===== src/rtl/inv_sub_column.sv =====
// Column-serial inverse S-box stage: inverts LANES nibbles of a 64-bit state per clock.
// Valid/ready on both sides; one block in flight at a time.
module inv_sub_column #(
  parameter int LANES = 4
) (
  input  logic        clk,
  input  logic        rst,
  input  logic [63:0] in_state,
  input  logic        in_valid,
  output logic        in_ready,
  output logic [63:0] out_state,
  output logic        out_valid,
  input  logic        out_ready
);

  localparam int PASSES = 16 / LANES;
  localparam int CNT_W  = $clog2(PASSES + 1);
  localparam logic [CNT_W-1:0] LAST_PASS = CNT_W'(PASSES - 1);

  typedef enum logic [1:0] {IDLE, BUSY, DONE} state_t;

  state_t           r_state, w_state_next;
  logic [CNT_W-1:0] r_pass, w_pass_next;
  logic [63:0]      r_work, w_work_next, w_sub;

  function automatic logic [3:0] inv_sbox(input logic [3:0] x);
    logic [3:0] y;
    case (x)
      4'h0: y = 4'h9;  4'h1: y = 4'h4;  4'h2: y = 4'hF;  4'h3: y = 4'hA;
      4'h4: y = 4'hE;  4'h5: y = 4'h1;  4'h6: y = 4'h0;  4'h7: y = 4'h6;
      4'h8: y = 4'hC;  4'h9: y = 4'h7;  4'hA: y = 4'h3;  4'hB: y = 4'h8;
      4'hC: y = 4'h2;  4'hD: y = 4'hB;  4'hE: y = 4'h5;  default: y = 4'hD;
    endcase
    return y;
  endfunction

  // Each nibble belongs to exactly one pass; only that pass rewrites it.
  genvar gi;
  generate
    for (gi = 0; gi < 16; gi++) begin : g_nib
      localparam logic [CNT_W-1:0] PASS_IDX = CNT_W'(gi / LANES);
      assign w_sub[4*gi +: 4] = (r_pass == PASS_IDX) ? inv_sbox(r_work[4*gi +: 4])
                                                     : r_work[4*gi +: 4];
    end
  endgenerate

  always_comb begin
    w_state_next = r_state;
    w_pass_next  = r_pass;
    w_work_next  = r_work;
    case (r_state)
      IDLE: begin
        if (in_valid) begin
          w_state_next = BUSY;
          w_pass_next  = '0;
          w_work_next  = in_state;
        end
      end
      BUSY: begin
        w_work_next = w_sub;
        if (r_pass == LAST_PASS) begin
          w_state_next = DONE;
        end else begin
          w_pass_next = r_pass + CNT_W'(1);
        end
      end
      DONE: begin
        if (out_ready) begin
          w_state_next = IDLE;
        end
      end
      default: w_state_next = IDLE;
    endcase
  end

  always_ff @(posedge clk or negedge rst) begin
    if (!rst) begin
      r_state <= IDLE;
      r_pass  <= '0;
      r_work  <= 64'h0;
    end else begin
      r_state <= w_state_next;
      r_pass  <= w_pass_next;
      r_work  <= w_work_next;
    end
  end

  assign in_ready  = (r_state == IDLE);
  assign out_valid = (r_state == DONE);
  assign out_state = r_work;

endmodule

===== config.mk =====
export PLATFORM = sky130hd
export DESIGN_NAME = inv_sub_column
export DESIGN_NICKNAME = d
export VERILOG_FILES = /design/src/rtl/inv_sub_column.sv
export SDC_FILE = /design/constraint.sdc
export NUM_CORES = 1
export LEC_CHECK = 0
export CAP_MARGIN = 20
export CORE_MARGIN = 2
export CORE_UTILIZATION = 35
export CTS_BUF_LIST = sky130_fd_sc_hd__clkbuf_4 sky130_fd_sc_hd__clkbuf_8
export DETAILED_ROUTE_END_ITERATION = 10
export GPL_ROUTABILITY_DRIVEN = 0
export PLACE_DENSITY = 0.57
export SLEW_MARGIN = 10
export SYNTH_ARGS = -nofsm -noshare
export SYNTH_HDL_FRONTEND = slang
export SYNTH_SLANG_ARGS = --single-unit

===== constraint.sdc =====
create_clock -name clk -period 2.65 [get_ports clk]
set_clock_uncertainty 0.15 [all_clocks]
set_input_delay 0.53 -clock clk [delete_from_list [all_inputs] [get_ports clk]]
set_output_delay 0.53 -clock clk [all_outputs]
set_load 0.01 [all_outputs]

==> summary.txt, run 1 <==
Status = completed
WP data required = 1.97 ns
Part of the power in registers = 29.2%
Setup TNS = 0 ns
Clk buf depth = 2
# diodes = 0
Area grow syn2layout = 26.8%
Worst hold stages = 2
H-tree depth = 3
Top cells by area, synth = dfrtp_1, o21ai_0, nor2_1
Initial antenna violation count = 0
Final period utilization = 88.9%
R2R setup slack = 0.61 ns
Top_reg_cell synth = dfrtp_1
Mapped Avg Cell Area = 7.65 um^2
Vias = 6092
Total Routing Usage GR = 19.0%
Final Setup Violations = 0
Post-synth cell types = 59
Register bit total from synthesis = 69
Peak VDD IR = 495 uV
Routed len/inst = 15.8 um
# port buffers = 133
RSZ-0062 raised after global routing = false
IO Count = 134
Crit path DAT = 1.67 ns
Max_slew headroom = 55.0%
Placement Rows = 47
Finished Core Util = 45.6%
Core area = 16700 um^2
Number of vias per cell = 5.60
Hold crit path type = reg2reg
Critical path class = reg2out
Worst Hold Launch = r_pass[2]
Antenna viol nets, final = 0
DRT Pass-1 Iters = 5
Clock transition at path regs = 0.07 ns
R2R cell count = 6
Num CTS Buffers = 9
Cell area after synthesis = 6010 um^2
Global-route wire length before repair = 28500 um
Worst Hold Path EP = r_pass[2]
Static Leakage = 3.03 nW
Root Buffer Master = clkbuf_8
Slew Viols, Final = 0
Crit-path max FO = 14
Number of flops mapped to enable cells by yosys = 0
DIE HEIGHT = 135 um
Worst r2r src = r_state[0]
Die area = 18200 um^2
Largest net degree at the start of global routing = 48
Async set-reset flop share out of synthesis = 100%
Overflow left after global routing = 0
Syn. warnings = 0
CTS sink cnt = 69
Minimum clock period = 2.35 ns
Dpl hpwl = 11900 um
Initial Util = 36.0%
Syn Inst Count = 785
Worst Setup End Kind = primary output
# DRC = 0
Worst Hold Slack = 0.439 ns
Vias in the first global route = 5855
Biggest area consumer among synthesized cells = dfrtp_1
Maxcap violations = 0
Most numerous cell in the Yosys netlist = nor2_1
Critical Path Start Type = flip-flop
Internal = 5.50 mW
Die W = 135 um
Layout cells sized above 1 = 5.54%
Post-cts sizing count = 0
Final wirelength = 17200 um
Fmax = 0.425 GHz
Top post-synthesis cells by count = nor2_1, dfrtp_1, nand2_1
NumNets Final = 951
Switching Fraction = 48.5%
Post-synth top area share = 28.7%
Sequential share of the synthesized area = 28.7%
Clk pwr share = 8.0%
Reg-to-reg endpoint = out_state[42]
Net switching power = 5.19 mW
Net Count, Synth = 874
Cell Pwr Density = 1400 nW/um^2
Power share of the combinational group = 62.8%
Worst-Skew Late Latency = 0.36 ns
# Post-CTS Setup Buffers = 0
CTS tree = done
Slew at the pin closest to its max-slew limit = 0.675 ns
Hold buffers post-CTS = 1
Initial DRC count = 349
Final Hold Viols = 0
how the worst max path moves through the flow:
stage,slack (ns),start,endpoint
detailed placement,0.23,in_valid,out_state[42]
global route,0.22,r_state[0],in_ready
floorplan,0.78,r_pass[0],out_state[60]
CTS,0.27,r_state[0],in_ready
finish,0.30,r_state[0],in_ready
global placement,0.27,in_valid,out_state[29]
metrics by stage:
stage | setup WS [ns] | area (um^2) | power [mW] | instances
detailed placement | 0.230 | 7420 | 9.88 | 1070
global route | 0.222 | 7610 | 11.8 | 1087
floorplan | 0.784 | 6010 | 7.61 | 785
finish | 0.295 | 7610 | 10.7 | 1087
CTS | 0.268 | 7610 | 10.8 | 1087
global placement | 0.275 | 7420 | 9.62 | 1070
flip-flops by register name, indices dropped and copies added, names as in the netlist:
name	cells
r_pass	3
out_state	64
r_state	2
layout by cell type, fill, tap and decap left out, drive strengths merged, types with 8 or more instances in the layout:
| cell type | synthesis | layout |
|---|---|---|
| a311oi | 8 | 8 |
| nand2 | 65 | 65 |
| and2 | 13 | 13 |
| a21oi | 40 | 40 |
| a21o | 9 | 9 |
| a211oi | 18 | 18 |
| clkdlybuf4s50 | 0 | 132 |
| o31ai | 13 | 13 |
| nand2b | 31 | 31 |
| dfrtp | 69 | 69 |
| a22oi | 11 | 11 |
| o311a | 12 | 12 |
| nor2 | 71 | 71 |
| o211ai | 12 | 12 |
| o22ai | 8 | 8 |
| nor3 | 32 | 32 |
| o21ai | 62 | 62 |
| a31oi | 23 | 23 |
| clkbuf | 52 | 15 |
| nor2b | 9 | 9 |
| buf | 33 | 18 |
| nand3 | 12 | 12 |
| xor2 | 9 | 9 |
| inv | 34 | 34 |
| xnor2 | 19 | 19 |
| ha | 21 | 21 |
cell type report:
| type | instances | area (um^2) |
|---|---|---|
| tap | 220 | 275 |
| fill | 1652 | 9090 |
| inverter | 34 | 128 |
| clock buffer | 15 | 181 |
| timing repair buffer | 151 | 1500 |
| multi-input combinational | 597 | 3790 |
| clock inverter | 1 | 5.00 |
| sequential | 69 | 1730 |
cells by family after synthesis:
family | share of synthesized area (%)
AOI/OAI and AO/OA | 29.5
adders and majority gates | 4.37
DFF | 28.8
buffers and inverters | 8.15
xor gates and xnor gates | 4.46
and+or+nand+nor | 22.8
muxes | 1.92
worst max-delay path, stage by stage (launching register included):
cell and delay (ns):
dfrtp_1 0.54, nor2_1 0.21, clkdlybuf4s50_1 0.56
power by group through the flow:
| stage | clock (mW) | sequential [mW] | combinational, mW |
|---|---|---|---|
| detailed placement | 0 | 3.12 | 6.76 |
| CTS | 0.894 | 3.11 | 6.79 |
| floorplan | 0 | 2.28 | 5.32 |
| global route | 0.928 | 3.31 | 7.55 |
| finish | 0.853 | 3.12 | 6.71 |
| global placement | 0 | 3.06 | 6.56 |
metal layers:
metal,track usage (%),up-vias,wire length [um]
met4,5.67,0,209
met3,3.42,16,989
met1,24.7,2918,7740
met5,0,-,0
li1,-,2992,-
met2,32.3,166,8280
(Power assumes the default switching activity.)
==> run 2, diff against run 1 <==
- CORE_UTILIZATION: 35 -> 45
- PLACE_DENSITY: 0.57 -> 0.71
- RECOVER_POWER: unset -> 50
==> run 2 against run 1 <==
  * Wire length fell by 7.0%
  * Final area fell by 1.1%
  * Combinational power fell by 2%
  * Die area fell by 22%
  * First-iteration DRC count rose by 36%
  * Register-to-register slack got worse by 0.16 ns
  * Sequential power barely moved
  * Critical endpoint is now out_state[44]
  * Largest cell class unchanged
==> summary.txt, run 2 (synthesis gave the netlist of run 1 again) <==
Final Setup Violations = 0 (unchanged)
Max reg flops = 64 (unchanged)
Crit-path max FO = 14 (unchanged)
Layout cells sized above 1 = 4.63% (-0.90 points)
Placed Instances = 1022 (-4.5%)
Status = completed
# Post-CTS Setup Buffers = 0 (unchanged)
Switching Fraction = 48.1% (-0.45 points)
Critical Path Start Type = input port
Minimum clock period = 2.36 ns (+0.00290 ns)
Static Leakage = 2.99 nW (-1.1%)
Vias in the first global route = 5710 (-2.5%)
Critical-path cell list = dlygate4sd3_1 -> nand2b_1 -> a21oi_1 -> clkbuf_1 -> o21ai_0 -> a22o_1
Core area = 13100 um^2 (-21%)
Worst Setup End Kind = flip-flop
Power share of the combinational group = 62.0% (-0.8 points)
Fill cells = 1219 (-26%)
Placement Rows = 42 (-11%)
Part of the power in registers = 29.1% (about the same)
CTS tree = done
NumNets Final = 947 (-0.42%)
Fmax = 0.424 GHz (-0.12%)
Clk pwr share = 8.9% (+0.9 points)
Max_slew headroom = 52.6% (-2.4 points)
Die W = 120 um (-11%)
Final period utilization = 89.0% (+0.11 points)
CP max stage cell = dlygate4sd3_1
Hold buffers post-CTS = 1 (unchanged)
Slew Viols, Final = 0 (unchanged)
Routed len/inst = 15.4 um (-2.7%)
Clock transition at path regs = 0.08 ns (about the same)
Storage cell area = 1730 um^2 (unchanged)
Clk buf depth = 2 (unchanged)
H-tree depth = 3 (unchanged)
Multi-input logic area = 3790 um^2 (unchanged)
Number of vias per cell = 5.86 (+4.6%)
Slowest stage delay, CP = 0.60 ns (+0.04 ns)
Cell Count, Final, Fillers Out = 1039 (-4.4%)
Crit path DAT = 2.45 ns (+0.78 ns)
Total Routing Usage GR = 22.8% (+3.8 points)
Highest-count cells in the layout ignoring fill and taps = clkdlybuf4s50_1, nor2_1, dfrtp_1
Maxcap violations = 0 (unchanged)
Overflow left after global routing = 0 (unchanged)
Internal = 5.52 mW (+0.44%)
Die area = 14300 um^2 (-22%)
Initial DRC count = 473 (+36%)
Critical path class = in2reg
Most common cell after layout, fill and taps aside = clkdlybuf4s50_1
DIE HEIGHT = 120 um (-11%)
Area grow syn2layout = 25.3%
Cell Pwr Density = 1410 nW/um^2 (+0.71%)
Antenna viol nets, final = 0 (unchanged)
Num CTS Buffers = 9 (unchanged)
Initial Util = 45.7% (+9.8 points)
# DRC = 0 (unchanged)
RSZ-0062 raised after global routing = false
Final Hold Viols = 0 (unchanged)
Worst-Skew Late Latency = 0.36 ns (about the same)
Initial antenna violation count = 0 (unchanged)
Slew at the pin closest to its max-slew limit = 0.711 ns (+0.0361 ns)
# port buffers = 133 (unchanged)
WP data required = 2.75 ns (+0.78 ns)
CTS sink cnt = 69 (unchanged)
# diodes = 0 (unchanged)
IO Count = 134 (unchanged)
Largest net degree at the start of global routing = 49 (+2.1%)
Peak VDD IR = 669 uV (+35%)
Post-cts sizing count = 0 (unchanged)
Global-route wire length before repair = 27100 um (-4.7%)
Net switching power = 5.12 mW (-1.4%)
Hold crit path type = reg2reg
Final wirelength = 16000 um (-7.0%)
DRT Pass-1 Iters = 5 (unchanged)
Setup TNS = 0 ns (unchanged)
Vias = 6088 (-0.066%)
Dpl hpwl = 11100 um (-7.3%)
Root Buffer Master = clkbuf_8
==> run 2: changes by cell type in the layout (fill, tap and decap cells not counted) <==
| cell | change |
|---|---|
| dlygate4sd3_1 | +1 |
| clkbuf_1 | +4 |
| clkinvlp_4 | +1 |
| clkbuf_8 | +1 |
| buf_4 | -9 |
| bufinv_16 | +1 |
| clkbuf_2 | +1 |
| buf_12 | -1 |
| clkdlybuf4s50_1 | -1 |
| clkbuf_4 | -2 |
==> run 2: worst max-delay path, delay by kind of cell <==
kind | cells | cell delay (ns)
AO/OA/AOI/OAI | 3 | 0.63
buffers and inverters | 2 | 1.07
AND/OR/NAND/NOR | 1 | 0.22
==> run 2: final cells by class <==
cell class	instances	share of cell area, %
tap	176	2.93
clock inverter	3	0.565
multi-input combinational	597	50.4
timing repair buffer	147	19.2
inverter	34	1.70
sequential	69	22.9
clock buffer	13	2.29
==> run 2: power by group through the flow <==
stage | Combinational (mW) | Sequential [mW] | Clock (mW)
final | 6.60 | 3.10 | 0.949
after detailed placement | 6.64 | 3.09 | 0
after global routing | 7.44 | 3.30 | 1.01
after global placement | 6.41 | 3.01 | 0
after floorplan | 5.32 | 2.28 | 0
after CTS | 6.67 | 3.07 | 0.966
==> run 2: per-stage QoR <==
step	power [mW]	hold WS, ns	worst slack (ns)	utilization [%]	cell area (um^2)
3_5_place_dp	9.73	0.332	0.188	55.8	7330
3_3_place_gp	9.42	0.335	0.256	55.8	7330
2_1_floorplan	7.61	0.0844	0.784	-	6010
6_report	10.6	0.453	0.293	57.3	7530
4_1_cts	10.7	0.453	0.336	57.5	7560
5_1_grt	11.8	0.484	0.154	57.3	7530
==> run 2: layer usage <==
layer | share of wire [%] | vias to the layer above | GRT usage, %
met4 | 1.3 | 0 | 8.82
met5 | 0 | - | 0
met1 | 46 | 2932 | 30.7
met2 | 48 | 159 | 37.2
li1 | - | 2977 | -
met3 | 4.2 | 20 | 3.09
==> run 2: final timing paths <==
path,from,to,slack [ns],cells past startpoint
hold / removal,r_state[1],out_state[54],0.45,2
setup reg to reg,r_state[0],out_state[44],0.45,6
hold reg to reg,r_state[1],out_state[54],0.45,2
setup / recovery,in_valid,out_state[44],0.29,6
max in group asynchronous,rst,out_state[31],0.60,3
min in group asynchronous,rst,out_state[53],0.60,2
==> run 3, diff against run 2 <==
- CTS_BUF_LIST: sky130_fd_sc_hd__clkbuf_4 sky130_fd_sc_hd__clkbuf_8 -> sky130_fd_sc_hd__clkbuf_16
- GPL_TIMING_DRIVEN: unset -> 0
- HOLD_SLACK_MARGIN: unset -> 0.02
==> run 3 against run 2 <==
  * Wire length up 14%
  * First-iteration DRC count down 9.1%
  * Combinational power up 21%
  * Sequential cell count unchanged
  * Clock power up 14%
  * Largest cell class unchanged
  * Fmax down 6.7%
  * Final area up 3.6%
  * Global-route usage up 2.8 points
  * Worst setup slack worse by 0.17 ns
  * Sequential power down 30%
  * Worst hold slack worse by 0.28 ns
==> summary.txt, run 3 (synthesis gave the netlist of run 1 again) <==
Status = completed
Area grow syn2layout = 29.9%
Worst setup startpoint = r_state[1]
Worst-Skew Late Latency = 0.35 ns (about the same)
Minimum clock period = 2.53 ns (+0.170 ns)
Total Routing Usage GR = 25.6% (+2.8 points)
Clk buf depth = 2 (unchanged)
Vias = 6310 (+3.6%)
Final Setup Violations = 0 (unchanged)
CTS tree = done
Initial Util = 45.7% (unchanged)
Post-Layout Inst Area = 7800 um^2 (+3.6%)
Largest net degree at the start of global routing = 36 (-27%)
Reg-to-reg endpoint = out_state[55]
Hold buffers post-CTS = 0 (-1)
IO Count = 134 (unchanged)
Fmax = 0.396 GHz (-6.7%)
Die W = 120 um (unchanged)
Routed len/inst = 16.4 um (+6.4%)
Global-route wire length before repair = 29200 um (+7.5%)
CTS sink cnt = 69 (unchanged)
RSZ-0062 raised after global routing = false
Initial antenna violation count = 0 (unchanged)
Highest-count cells in the layout ignoring fill and taps = clkdlybuf4s50_1, nor2_1, dfrtp_1
Dpl hpwl = 12900 um (+17%)
Crit path DAT = 1.85 ns (-0.60 ns)
Root Buffer Master = clkbuf_16
Layout cells sized above 1 = 5.89% (+1.3 points)
Placement Rows = 42 (unchanged)
Worst Setup End Kind = primary output
Maxcap violations = 0 (unchanged)
Critical Path Start Type = flip-flop
Die area = 14300 um^2 (unchanged)
Crit-path max FO = 16 (+2)
Number of vias per cell = 5.69 (-2.9%)
Final period utilization = 95.4% (+6.4 points)
Cell Pwr Density = 1450 nW/um^2 (+2.2%)
# diodes = 0 (unchanged)
# Post-CTS Setup Buffers = 0 (unchanged)
Core area = 13100 um^2 (unchanged)
Slew Viols, Final = 0 (unchanged)
Initial DRC count = 430 (-9.1%)
Slew at the pin closest to its max-slew limit = 0.949 ns (+0.238 ns)
Num CTS Buffers = 9 (unchanged)
H-tree depth = 3 (unchanged)
NumNets Final = 1018 (+7.5%)
Final wirelength = 18200 um (+14%)
Worst r2r src = r_state[1]
Clock transition at path regs = 0.06 ns (-0.02 ns)
WP data required = 1.97 ns (-0.78 ns)
DRT Pass-1 Iters = 5 (unchanged)
Post-cts sizing count = 0 (unchanged)
Antenna viol nets, final = 0 (unchanged)
Most common cell after layout, fill and taps aside = clkdlybuf4s50_1
Max_slew headroom = 36.7% (-16 points)
Post-DP Area = 7570 um^2 (+3.3%)
Final Power = 11.3 mW (+6.0%)
# DRC = 0 (unchanged)
Static Leakage = 3.17 nW (+5.9%)
Peak VDD IR = 511 uV (-24%)
Overflow left after global routing = 0 (unchanged)
R2R setup slack = 0.12 ns (-0.33 ns)
Critical path class = reg2out
Hold crit path type = in2async
Max reg flops = 64 (unchanged)
DIE HEIGHT = 120 um (unchanged)
R2R cell count = 5 (-1)
Final Hold Viols = 0 (unchanged)
# port buffers = 133 (unchanged)
Vias in the first global route = 5786 (+1.3%)
[run 3: area by class of cell]
| type | count | area [um^2] |
|---|---|---|
| flip-flops and latches | 69 | 1730 |
| clock buffers | 9 | 225 |
| repair buffers | 134 | 1330 |
| fillers | 1233 | 5340 |
| multi-input cells | 597 | 3790 |
| inverters | 34 | 128 |
| well taps | 176 | 220 |
| clock inverters | 6 | 23.8 |
| plain buffers | 84 | 357 |
[run 3: worst max-delay path by stage]
stage                     slack, ns            end  cells after the start
after floorplan                0.78  out_state[60]                      8
after global placement        -1.83  out_state[30]                      1
after detailed placement      -0.08  out_state[32]                      7
after CTS                      0.13  out_state[55]                      5
after global routing           0.02  out_state[55]                      5
final                          0.12      out_valid                      3
[run 3: critical path, stage by stage, from the launching register on]
cell and delay [ns]:
dfrtp_1 0.66, inv_1 0.18, nor2_1 0.12, clkdlybuf4s50_1 0.54
[run 3: where the power goes]
part / switching (mW) / total [mW] / internal, mW
logic: 4.50 / 8.01 / 3.51
registers: 0.569 / 2.18 / 1.61
clock network: 0.471 / 1.08 / 0.610
[run 3: per-layer routing]
layer	GRT usage, %	routed length (um)
met3	3.42	924
met5	0	0
met2	40.5	8420
met4	8.97	365
met1	36.0	8490
[run 3: through the flow]
stage          setup slack [ns]  hold slack (ns)  util (%)  setup TNS, ns  std cells
6_report                  0.123            0.175      59.4              0       1109
5_1_grt                  0.0173            0.265      59.4              0       1109
4_1_cts                   0.134           0.0254      59.5              0       1109
3_5_place_dp            -0.0815            0.391      57.7         -0.204       1095
3_3_place_gp              -1.83            0.424      57.5        -125.66       1094
2_1_floorplan             0.784           0.0844         -              0        785
